## config.mk

```make
export PLATFORM = sky130hd
export DESIGN_NAME = mp3_resp_parser_flat
export DESIGN_NICKNAME = d
export VERILOG_FILES = /design/src/rtl/mp3_resp_parser_if.sv /design/src/rtl/mp3_resp_parser.sv /design/src/flat_wrapper.sv
export SDC_FILE = /design/constraint.sdc
export NUM_CORES = 1
export LEC_CHECK = 0
export CORE_MARGIN = 4
export CORE_UTILIZATION = 55
export DETAILED_ROUTE_END_ITERATION = 6
export PLACE_DENSITY = 0.79
export SYNTH_ARGS = -nofsm -noshare
export SYNTH_HDL_FRONTEND = slang
export SYNTH_SLANG_ARGS = --single-unit
```

## constraint.sdc

```tcl
create_clock -name clk -period 2.66 [get_ports clk]
set_clock_uncertainty 0.2 [all_clocks]
set_input_delay 0.532 -clock clk [delete_from_list [all_inputs] [get_ports clk]]
set_output_delay 0.532 -clock clk [all_outputs]
set_load 0.005 [all_outputs]
```

## src/rtl/mp3_resp_parser_if.sv

```systemverilog
// Byte-in / frame-out bundle between the UART RX stage, the reply parser and playback control.
interface mp3_resp_parser_if;
  logic [7:0]  rx_data;
  logic        rx_valid;
  logic        frame_valid;
  logic [7:0]  cmd;
  logic [15:0] param;
  logic [1:0]  plen;
  logic        err;
  logic [1:0]  err_code;
  logic        busy;

  // Byte source side (UART RX stage or testbench).
  modport master (
    output rx_data,
    output rx_valid,
    input  frame_valid,
    input  cmd,
    input  param,
    input  plen,
    input  err,
    input  err_code,
    input  busy
  );

  // Parser side.
  modport slave (
    input  rx_data,
    input  rx_valid,
    output frame_valid,
    output cmd,
    output param,
    output plen,
    output err,
    output err_code,
    output busy
  );
endinterface

```

## src/rtl/mp3_resp_parser.sv

```systemverilog
// Parses 7E/LEN/CMD/params/EF reply frames from the MP3 player and reports good frames or errors.
module mp3_resp_parser #(
  parameter int unsigned TIMEOUT_CYC = 500000,
  parameter int unsigned MAX_LEN     = 4
) (
  input  logic               clk,
  input  logic               rst_n,
  mp3_resp_parser_if.slave   bus
);

  localparam int unsigned TimerW = (TIMEOUT_CYC > 2) ? $clog2(TIMEOUT_CYC) : 1;
  localparam logic [TimerW-1:0] TimerLast = TimerW'(TIMEOUT_CYC - 1);
  localparam logic [7:0] ByteSof = 8'h7E;
  localparam logic [7:0] ByteEof = 8'hEF;
  localparam logic [7:0] MaxLenB = 8'(MAX_LEN);

  typedef enum logic [2:0] {StIdle, StLen, StCmd, StPar, StEnd} state_e;

  state_e            state_q, state_d;
  logic [TimerW-1:0] timer_q, timer_d;
  logic [2:0]        len_q, len_d;
  logic [1:0]        cnt_q, cnt_d;
  logic [7:0]        cmd_r_q, cmd_r_d;
  logic [15:0]       param_r_q, param_r_d;
  logic [7:0]        cmd_q, cmd_d;
  logic [15:0]       param_q, param_d;
  logic [1:0]        plen_q, plen_d;
  logic              frame_valid_q, frame_valid_d;
  logic              err_q, err_d;
  logic [1:0]        err_code_q, err_code_d;

  logic [2:0] len_m2;
  logic [2:0] cnt_next;

  assign len_m2   = len_q - 3'd2;
  assign cnt_next = {1'b0, cnt_q} + 3'd1;

  // State and output registers.
  always_ff @(posedge clk or negedge rst_n) begin
    if (!rst_n) begin
      state_q       <= StIdle;
      timer_q       <= '0;
      len_q         <= '0;
      cnt_q         <= '0;
      cmd_r_q       <= '0;
      param_r_q     <= '0;
      cmd_q         <= '0;
      param_q       <= '0;
      plen_q        <= '0;
      frame_valid_q <= 1'b0;
      err_q         <= 1'b0;
      err_code_q    <= '0;
    end else begin
      state_q       <= state_d;
      timer_q       <= timer_d;
      len_q         <= len_d;
      cnt_q         <= cnt_d;
      cmd_r_q       <= cmd_r_d;
      param_r_q     <= param_r_d;
      cmd_q         <= cmd_d;
      param_q       <= param_d;
      plen_q        <= plen_d;
      frame_valid_q <= frame_valid_d;
      err_q         <= err_d;
      err_code_q    <= err_code_d;
    end
  end

  // Next-state: byte-driven frame walk plus inter-byte timeout.
  always_comb begin
    state_d       = state_q;
    timer_d       = timer_q;
    len_d         = len_q;
    cnt_d         = cnt_q;
    cmd_r_d       = cmd_r_q;
    param_r_d     = param_r_q;
    cmd_d         = cmd_q;
    param_d       = param_q;
    plen_d        = plen_q;
    frame_valid_d = 1'b0;
    err_d         = 1'b0;
    err_code_d    = err_code_q;

    if (bus.rx_valid) begin
      // A byte always wins over a same-cycle expiry.
      timer_d = '0;
      unique case (state_q)
        StIdle: begin
          if (bus.rx_data == ByteSof) state_d = StLen;
        end
        StLen: begin
          if (bus.rx_data >= 8'd2 && bus.rx_data <= MaxLenB) begin
            len_d   = bus.rx_data[2:0];
            state_d = StCmd;
          end else begin
            err_d      = 1'b1;
            err_code_d = 2'd1;
            state_d    = StIdle;
          end
        end
        StCmd: begin
          cmd_r_d   = bus.rx_data;
          param_r_d = '0;
          cnt_d     = '0;
          state_d   = (len_q > 3'd2) ? StPar : StEnd;
        end
        StPar: begin
          param_r_d = {param_r_q[7:0], bus.rx_data};
          cnt_d     = cnt_next[1:0];
          if (cnt_next == len_m2) state_d = StEnd;
        end
        StEnd: begin
          if (bus.rx_data == ByteEof) begin
            cmd_d         = cmd_r_q;
            param_d       = param_r_q;
            plen_d        = len_m2[1:0];
            frame_valid_d = 1'b1;
            state_d       = StIdle;
          end else begin
            // Offending byte is re-examined as an IDLE byte so a 7E resyncs at once.
            err_d      = 1'b1;
            err_code_d = 2'd2;
            state_d    = (bus.rx_data == ByteSof) ? StLen : StIdle;
          end
        end
        default: state_d = StIdle;
      endcase
    end else if (state_q == StIdle) begin
      timer_d = '0;
    end else if (timer_q == TimerLast) begin
      err_d      = 1'b1;
      err_code_d = 2'd3;
      state_d    = StIdle;
      timer_d    = '0;
    end else begin
      timer_d = timer_q + 1'b1;
    end
  end

  // Drive registered results onto the bus.
  always_comb begin
    bus.frame_valid = frame_valid_q;
    bus.cmd         = cmd_q;
    bus.param       = param_q;
    bus.plen        = plen_q;
    bus.err         = err_q;
    bus.err_code    = err_code_q;
    bus.busy        = (state_q != StIdle);
  end

endmodule

```

## src/flat_wrapper.sv

```systemverilog
// flat-port wrapper written by rule: the top's interface ports become plain ports
module mp3_resp_parser_flat 
#(
  parameter int unsigned TIMEOUT_CYC = 500000,
  parameter int unsigned MAX_LEN     = 4
)
  (clk, rst_n, bus_rx_data, bus_rx_valid, bus_frame_valid, bus_cmd, bus_param, bus_plen, bus_err, bus_err_code, bus_busy);
  mp3_resp_parser_if bus_i ();
  input  logic clk;
  input  logic rst_n;
  input wire logic [$bits(bus_i.rx_data)-1:0] bus_rx_data;
  input wire logic [$bits(bus_i.rx_valid)-1:0] bus_rx_valid;
  output wire logic [$bits(bus_i.frame_valid)-1:0] bus_frame_valid;
  output wire logic [$bits(bus_i.cmd)-1:0] bus_cmd;
  output wire logic [$bits(bus_i.param)-1:0] bus_param;
  output wire logic [$bits(bus_i.plen)-1:0] bus_plen;
  output wire logic [$bits(bus_i.err)-1:0] bus_err;
  output wire logic [$bits(bus_i.err_code)-1:0] bus_err_code;
  output wire logic [$bits(bus_i.busy)-1:0] bus_busy;
  assign bus_i.rx_data = bus_rx_data;
  assign bus_i.rx_valid = bus_rx_valid;
  assign bus_frame_valid = bus_i.frame_valid;
  assign bus_cmd = bus_i.cmd;
  assign bus_param = bus_i.param;
  assign bus_plen = bus_i.plen;
  assign bus_err = bus_i.err;
  assign bus_err_code = bus_i.err_code;
  assign bus_busy = bus_i.busy;
  mp3_resp_parser #(.TIMEOUT_CYC(TIMEOUT_CYC), .MAX_LEN(MAX_LEN)) u_core (.clk(clk), .rst_n(rst_n), .bus(bus_i));
endmodule
```

After elaboration in Yosys (flattened, before gate mapping)
Index checks and enable logic that the tools add are counted.
{"block": "op_classes", "addsub": 3, "magnitude_cmp": 3, "eq_ne": 14, "n_mux": 30, "n_reduce_logical": 11}
{"cell": "19-bit 2-to-1 mux", "n": 3}
{"cell": "16-bit case mux with 2 select lines", "n": 1}
{"cell": "3-bit 2-to-1 mux", "n": 7}
{"cell": "19-bit by 1-bit adder with 19-bit output (second input constant)", "n": 1}
{"cell": "19-bit equality test (second input constant)", "n": 1}
{"cell": "3-bit case mux with 5 select lines", "n": 1}
{"cell": "2-bit 2-to-1 mux", "n": 6}
{"cell": "1-bit 2-to-1 mux", "n": 9}
{"cell": "8-bit by 7-bit equality test with 1-bit output (second input constant)", "n": 1}
{"cell": "8-bit equality test (second input constant)", "n": 1}
{"cell": "8-bit by 2-bit greater-or-equal comparator with 1-bit output (second input constant)", "n": 1}
{"cell": "8-bit by 3-bit <= comparator with 1-bit output (second input constant)", "n": 1}
{"cell": "2-bit case mux with 2 select lines", "n": 2}
{"cell": "3-bit by 2-bit equality test with 1-bit output (second input constant)", "n": 2}
{"cell": "3-bit inequality test (second input constant)", "n": 2}
{"cell": "3-bit AND reduction", "n": 2}
{"cell": "5-bit AND reduction", "n": 1}
{"cell": "2-bit AND reduction", "n": 2}
{"cell": "4-bit AND reduction", "n": 1}
{"cell": "2-bit nonzero test", "n": 2}
{"cell": "2-bit by 1-bit adder with 3-bit output (second input constant)", "n": 1}
{"cell": "3-bit by 1-bit equality test with 1-bit output (second input constant)", "n": 1}
{"cell": "3-bit equality test", "n": 1}
{"cell": "3-bit equality test (second input constant)", "n": 1}
{"cell": "10 further kinds", "n": 10}
{"block": "word_totals", "reg_bits": 81, "input_bits": 11, "output_inout_bits": 31, "elab_cells": 73}

Depth between registers and ports, before layout
{"block": "depth", "depth_word": 5, "ltp_mapped": 7, "ltp_nobuf": 7}

Worst setup path before layout
OpenSTA, ideal clock, no wires.
{"block": "synth_timing", "path_kind": "input-to-reg", "startpoint": "input port bus_rx_data[3]", "endpoint": "register u_core.len_q[0]", "arrival_ns": 1.738, "required_ns": 2.333, "slack_ns": 0.594, "path_stages": 4, "path_cell_list": "or4_4 > a211oi_4 > nand4_4 > mux2_1"}
{"block": "synth_via", "elab_chain_len": 3}
{"item": "start, declared", "line": "flat_wrapper.sv:11", "rtl": "input wire logic [$bits(bus_i.rx_data)-1:0] bus_rx_data;"}
{"item": "8-bit by 2-bit greater-or-equal comparator with 1-bit output or 8-bit by 3-bit <= comparator with 1-bit output (tied branches)", "line": "mp3_resp_parser.sv:92", "rtl": "if (bus.rx_data >= 8'd2 && bus.rx_data <= MaxLenB) begin"}
{"item": "1-bit logical AND (*)", "line": "mp3_resp_parser.sv:92"}
{"item": "3-bit AND reduction (no source line) (*)"}
{"item": "end signal, assigned", "line": "mp3_resp_parser.sv:56", "rtl": "len_q <= len_d;"}
{"item": "end, declared", "line": "mp3_resp_parser.sv:21", "rtl": "logic [2:0] len_q, len_d;"}
Mark *: on every way between the ends. The rest lies on a longest branch, timed or not.
A chain may end at the register's enable or synchronous reset.

Worst setup path after layout
{"block": "layout_timing", "startpoint": "register u_core.state_q[2]", "endpoint": "output port bus_busy"}
{"block": "layout_via", "elab_chain_len": 1}
{"item": "start, declared", "line": "mp3_resp_parser.sv:19", "rtl": "state_e state_q, state_d;"}
{"item": "start signal, assigned", "line": "mp3_resp_parser.sv:41", "rtl": "state_q <= StIdle;"}
{"item": "start signal, assigned", "line": "mp3_resp_parser.sv:54", "rtl": "state_q <= state_d;"}
{"item": "3-bit nonzero test", "line": "mp3_resp_parser.sv:148", "rtl": "bus.busy = (state_q != StIdle);"}
{"item": "end, declared", "line": "flat_wrapper.sv:19", "rtl": "output wire logic [$bits(bus_i.busy)-1:0] bus_busy;"}
No other way between the ends.

==> results.py <==
metrics = {
    "clock_network": {
        "cts.root.buffer_cell": "clkbuf_8",
        "clock_latency_ns": 0.34,
        "clock-sinks": 81,
        "htree_num_levels": 3,
        "cts_resized": 0,
        "cts_buffers": 9,
        "cts_tree": "built",
        "clkSlewWorstSetupHoldPaths_ns": 0.08,
        "clockBufferDepth": 2,
        "cts_setup_buffers": 0,
        "hold_buffers": 1,
    },
    "yosys": {
        "avgSynthCellArea_um2": 10.69,
        "ys_warn_count": 0,
        "ys_ff_latch": 81,
        "async_reset_ff_share_pct": 100.0,
        "synth_ff_type": "dfrtp_1",
        "synth_area_mm2": 0.003570,
        "ys_types": 48,
        "synth-edff-count": 0,
        "synth_cells": 334,
        "yosysSeqAreaShare_pct": 56.78,
        "syn-num-nets": 348,
    },
    "grt": {
        "grt-ovfl-total": 0,
        "grt_pass1_vias": 2492,
        "antenna_found_initial": 0,
        "grt_first_pass_wirelength_um": 12010,
        "grt_max_degree": 52,
        "grt.total_usage_pct": 19.96,
    },
    "worst_setup_path": {
        "worstSetupStartpoint": "u_core.state_q[2]",
        "critPathLaunchType": "flip-flop",
        "cp-end-kind": "output port",
        "critPathMaxFanout": 9,
        "path_cells": "nor3_1, inv_1, clkdlybuf4s50_1",
        "reg2reg_from": "u_core.timer_q[0]",
        "cp_data_arrival_time_ns": 1.63,
        "required_ns": 1.93,
        "path_class": "reg2out",
        "cpPeakStageDelay_ns": 0.48,
        "slowest_stage": "dfrtp_1",
    },
    "detailed_routing": {
        "drtIter0Drc": 122,
        "vias_per_cell": 5.425,
        "route.vias.total": 2539,
        "ant_nets": 0,
        "wl_um": 6882,
        "wire_per_inst_um": 14.71,
        "drc": 0,
        "dr.pass1.iters": 4,
    },
    "floorplan": {
        "ios": 42,
        "dieArea_mm2": 0.007843,
        "initial_core_util_pct": 56.54,
        "die_w_um": 88.56,
        "rows": 29,
        "core_mm2": 0.006314,
        "die_y_um": 88.56,
    },
    "flow_run": {
        "maxCapViolations": 0,
    },
    "final_layout": {
        "seq_area_mm2": 0.002027,
        "n_fill_cell": 496,
        "instances_no_fill": 468,
        "diodes": 0,
        "multi_input_area_mm2": 0.001425,
        "nNetsFinal": 400,
        "drive_gt1_share_pct": 13.30,
        "utilization_pct": 68.77,
        "areaGrowthSynthToFinish_pct": 21.63,
    },
    "placement": {
        "place.gp.congestion": 0.8593,
        "place_ws_ns": 0.07945,
        "port_buffers": 41,
        "dp_cells": 451,
        "dpl.hpwl_um": 4790,
    },
    "sta": {
        "max_freq_ghz": 0.4229,
        "worst_slack_ns": 0.2952,
        "rsz0062_at_grt": "false",
        "hold_viol": 0,
        "timing.final.crit_share_pct": 88.90,
        "setup_viol": 0,
        "worst_pin_slew_ns": 0.5653,
        "drv_slew": 0,
        "min_period_ns": 2.365,
        "tns_ns": 0,
        "slew_headroom_pct": 61.96,
    },
    "worst_hold_path": {
        "min_from": "u_core.param_r_q[11]",
        "hold_path.class": "reg2reg",
    },
    "pwr": {
        "peakVddDrop_v": 0.0003453,
        "cellPowerDensity_mw_per_mm2": 523.0,
        "leakagePower_nw": 1.981,
    },
    "run_status": {
        "status": "finished clean",
    },
}
-- final cells by class --
| class | count | area share, % |
|---|---|---|
| multi-input cells | 230 | 32.82 |
| well taps | 77 | 2.219 |
| clock buffers | 11 | 3.487 |
| repair buffers | 56 | 12.62 |
| flip-flops and latches | 81 | 46.69 |
| inverters | 8 | 0.6916 |
| clock inverters | 5 | 1.470 |
-- sequential cells by signal, indices dropped and copies added (netlist names), 3 cells and up --
name	cells
u_core.bus.cmd	8
u_core.timer_q	19
u_core.len_q	3
u_core.param_r_q	16
u_core.bus.param	16
u_core.cmd_r_q	8
u_core.state_q	3
-- placed cells by master, fill, tap and decap left out, types with 3 or more instances in the layout --
| master | instances |
|---|---|
| buf_4 | 13 |
| mux2_1 | 13 |
| nand2_1 | 72 |
| xnor2_1 | 8 |
| nand4_1 | 6 |
| clkdlybuf4s50_1 | 40 |
| dfrtp_1 | 81 |
| inv_1 | 8 |
| mux2_2 | 14 |
| a21oi_1 | 3 |
| clkbuf_8 | 11 |
| nand3_1 | 11 |
| o21ai_0 | 21 |
| nor4_1 | 4 |
| clkinv_4 | 3 |
| xor2_1 | 12 |
| nor3_1 | 3 |
| nor2_1 | 27 |
| ha_1 | 3 |
-- cell families after synthesis --
group / count (synthesis) / share of synthesized area (%)
AO/OA/AOI/OAI: 37 / 6.380
buffers and inverters: 23 / 3.295
adder cells (fa/ha/maj): 3 / 1.052
flip-flops: 81 / 56.78
multiplexers: 27 / 8.517
XOR/XNOR: 20 / 4.907
AND/OR/NAND/NOR: 143 / 19.07
-- worst paths after layout --
kind | end | slack (ns) | cells after the start
hold reg to reg | u_core.param_r_q[11] | 0.28 | 2
setup / recovery | bus_busy | 0.30 | 3
min in group asynchronous | u_core.timer_q[10] | 0.46 | 2
max in group asynchronous | u_core.cmd_r_q[2] | 1.21 | 3
hold / removal | u_core.param_r_q[11] | 0.28 | 2
setup reg to reg | u_core.state_q[0] | 0.51 | 6
-- report_power, final --
group / total, mW / internal (mW) / switching [mW]
clock: 0.934 / 0.490 / 0.444
combinational: 0.0955 / 0.0427 / 0.0528
sequential: 1.24 / 1.24 / 0.00486
-- synth_stat cells, types with 2 or more instances --
library cell | instances | area, um2
xor2_1 | 12 | 105.1
dfrtp_1 | 81 | 2027
nor4bb_1 | 2 | 20.02
o21ai_1 | 2 | 10.01
clkbuf_1 | 7 | 26.28
inv_1 | 8 | 30.03
a31oi_1 | 2 | 12.51
nand3_1 | 11 | 55.05
o21ai_0 | 21 | 105.1
a211o_1 | 2 | 17.52
nor4_1 | 4 | 25.02
nor3_1 | 3 | 15.01
ha_1 | 3 | 37.54
nand2_1 | 72 | 270.3
nand3b_1 | 2 | 15.01
mux2_1 | 13 | 146.4
a21oi_1 | 3 | 15.01
clkbuf_8 | 2 | 27.53
buf_4 | 2 | 15.01
nor2_2 | 2 | 12.51
nand4_1 | 6 | 37.54
xnor2_1 | 8 | 70.07
buf_2 | 2 | 10.01
nor2_1 | 27 | 101.4
mux2_2 | 14 | 157.7
-- routing by layer --
metal / track usage [%] / wire length, um / vias to the layer above
met1: 29.84 / 3379 / 1240
met2: 28.82 / 3130 / 51
met3: 4.655 / 268 / 12
li1: - / - / 1236
met4: 6.731 / 103 / 0
met5: 0 / 0 / -
-- critical path: cells and delay by family, from the launching register on --
kind | cells | cell delay, ns
and+or+nand+nor | 1 | 0.26
buffers and inverters | 2 | 0.55
DFF | 1 | 0.48
-- per-stage QoR --
step / power [mW] / area [um2] / hold slack [ns]
2_1_floorplan: 1.287 / 3570 / 0.03641
3_5_place_dp: 1.360 / 4116 / 0.2591
3_3_place_gp: 1.358 / 4116 / 0.2529
4_1_cts: 2.297 / 4342 / 0.2835
5_1_grt: 2.362 / 4342 / 0.3013
6_report: 2.271 / 4342 / 0.2754
No activity file was read; power rests on OpenSTA's default activity.
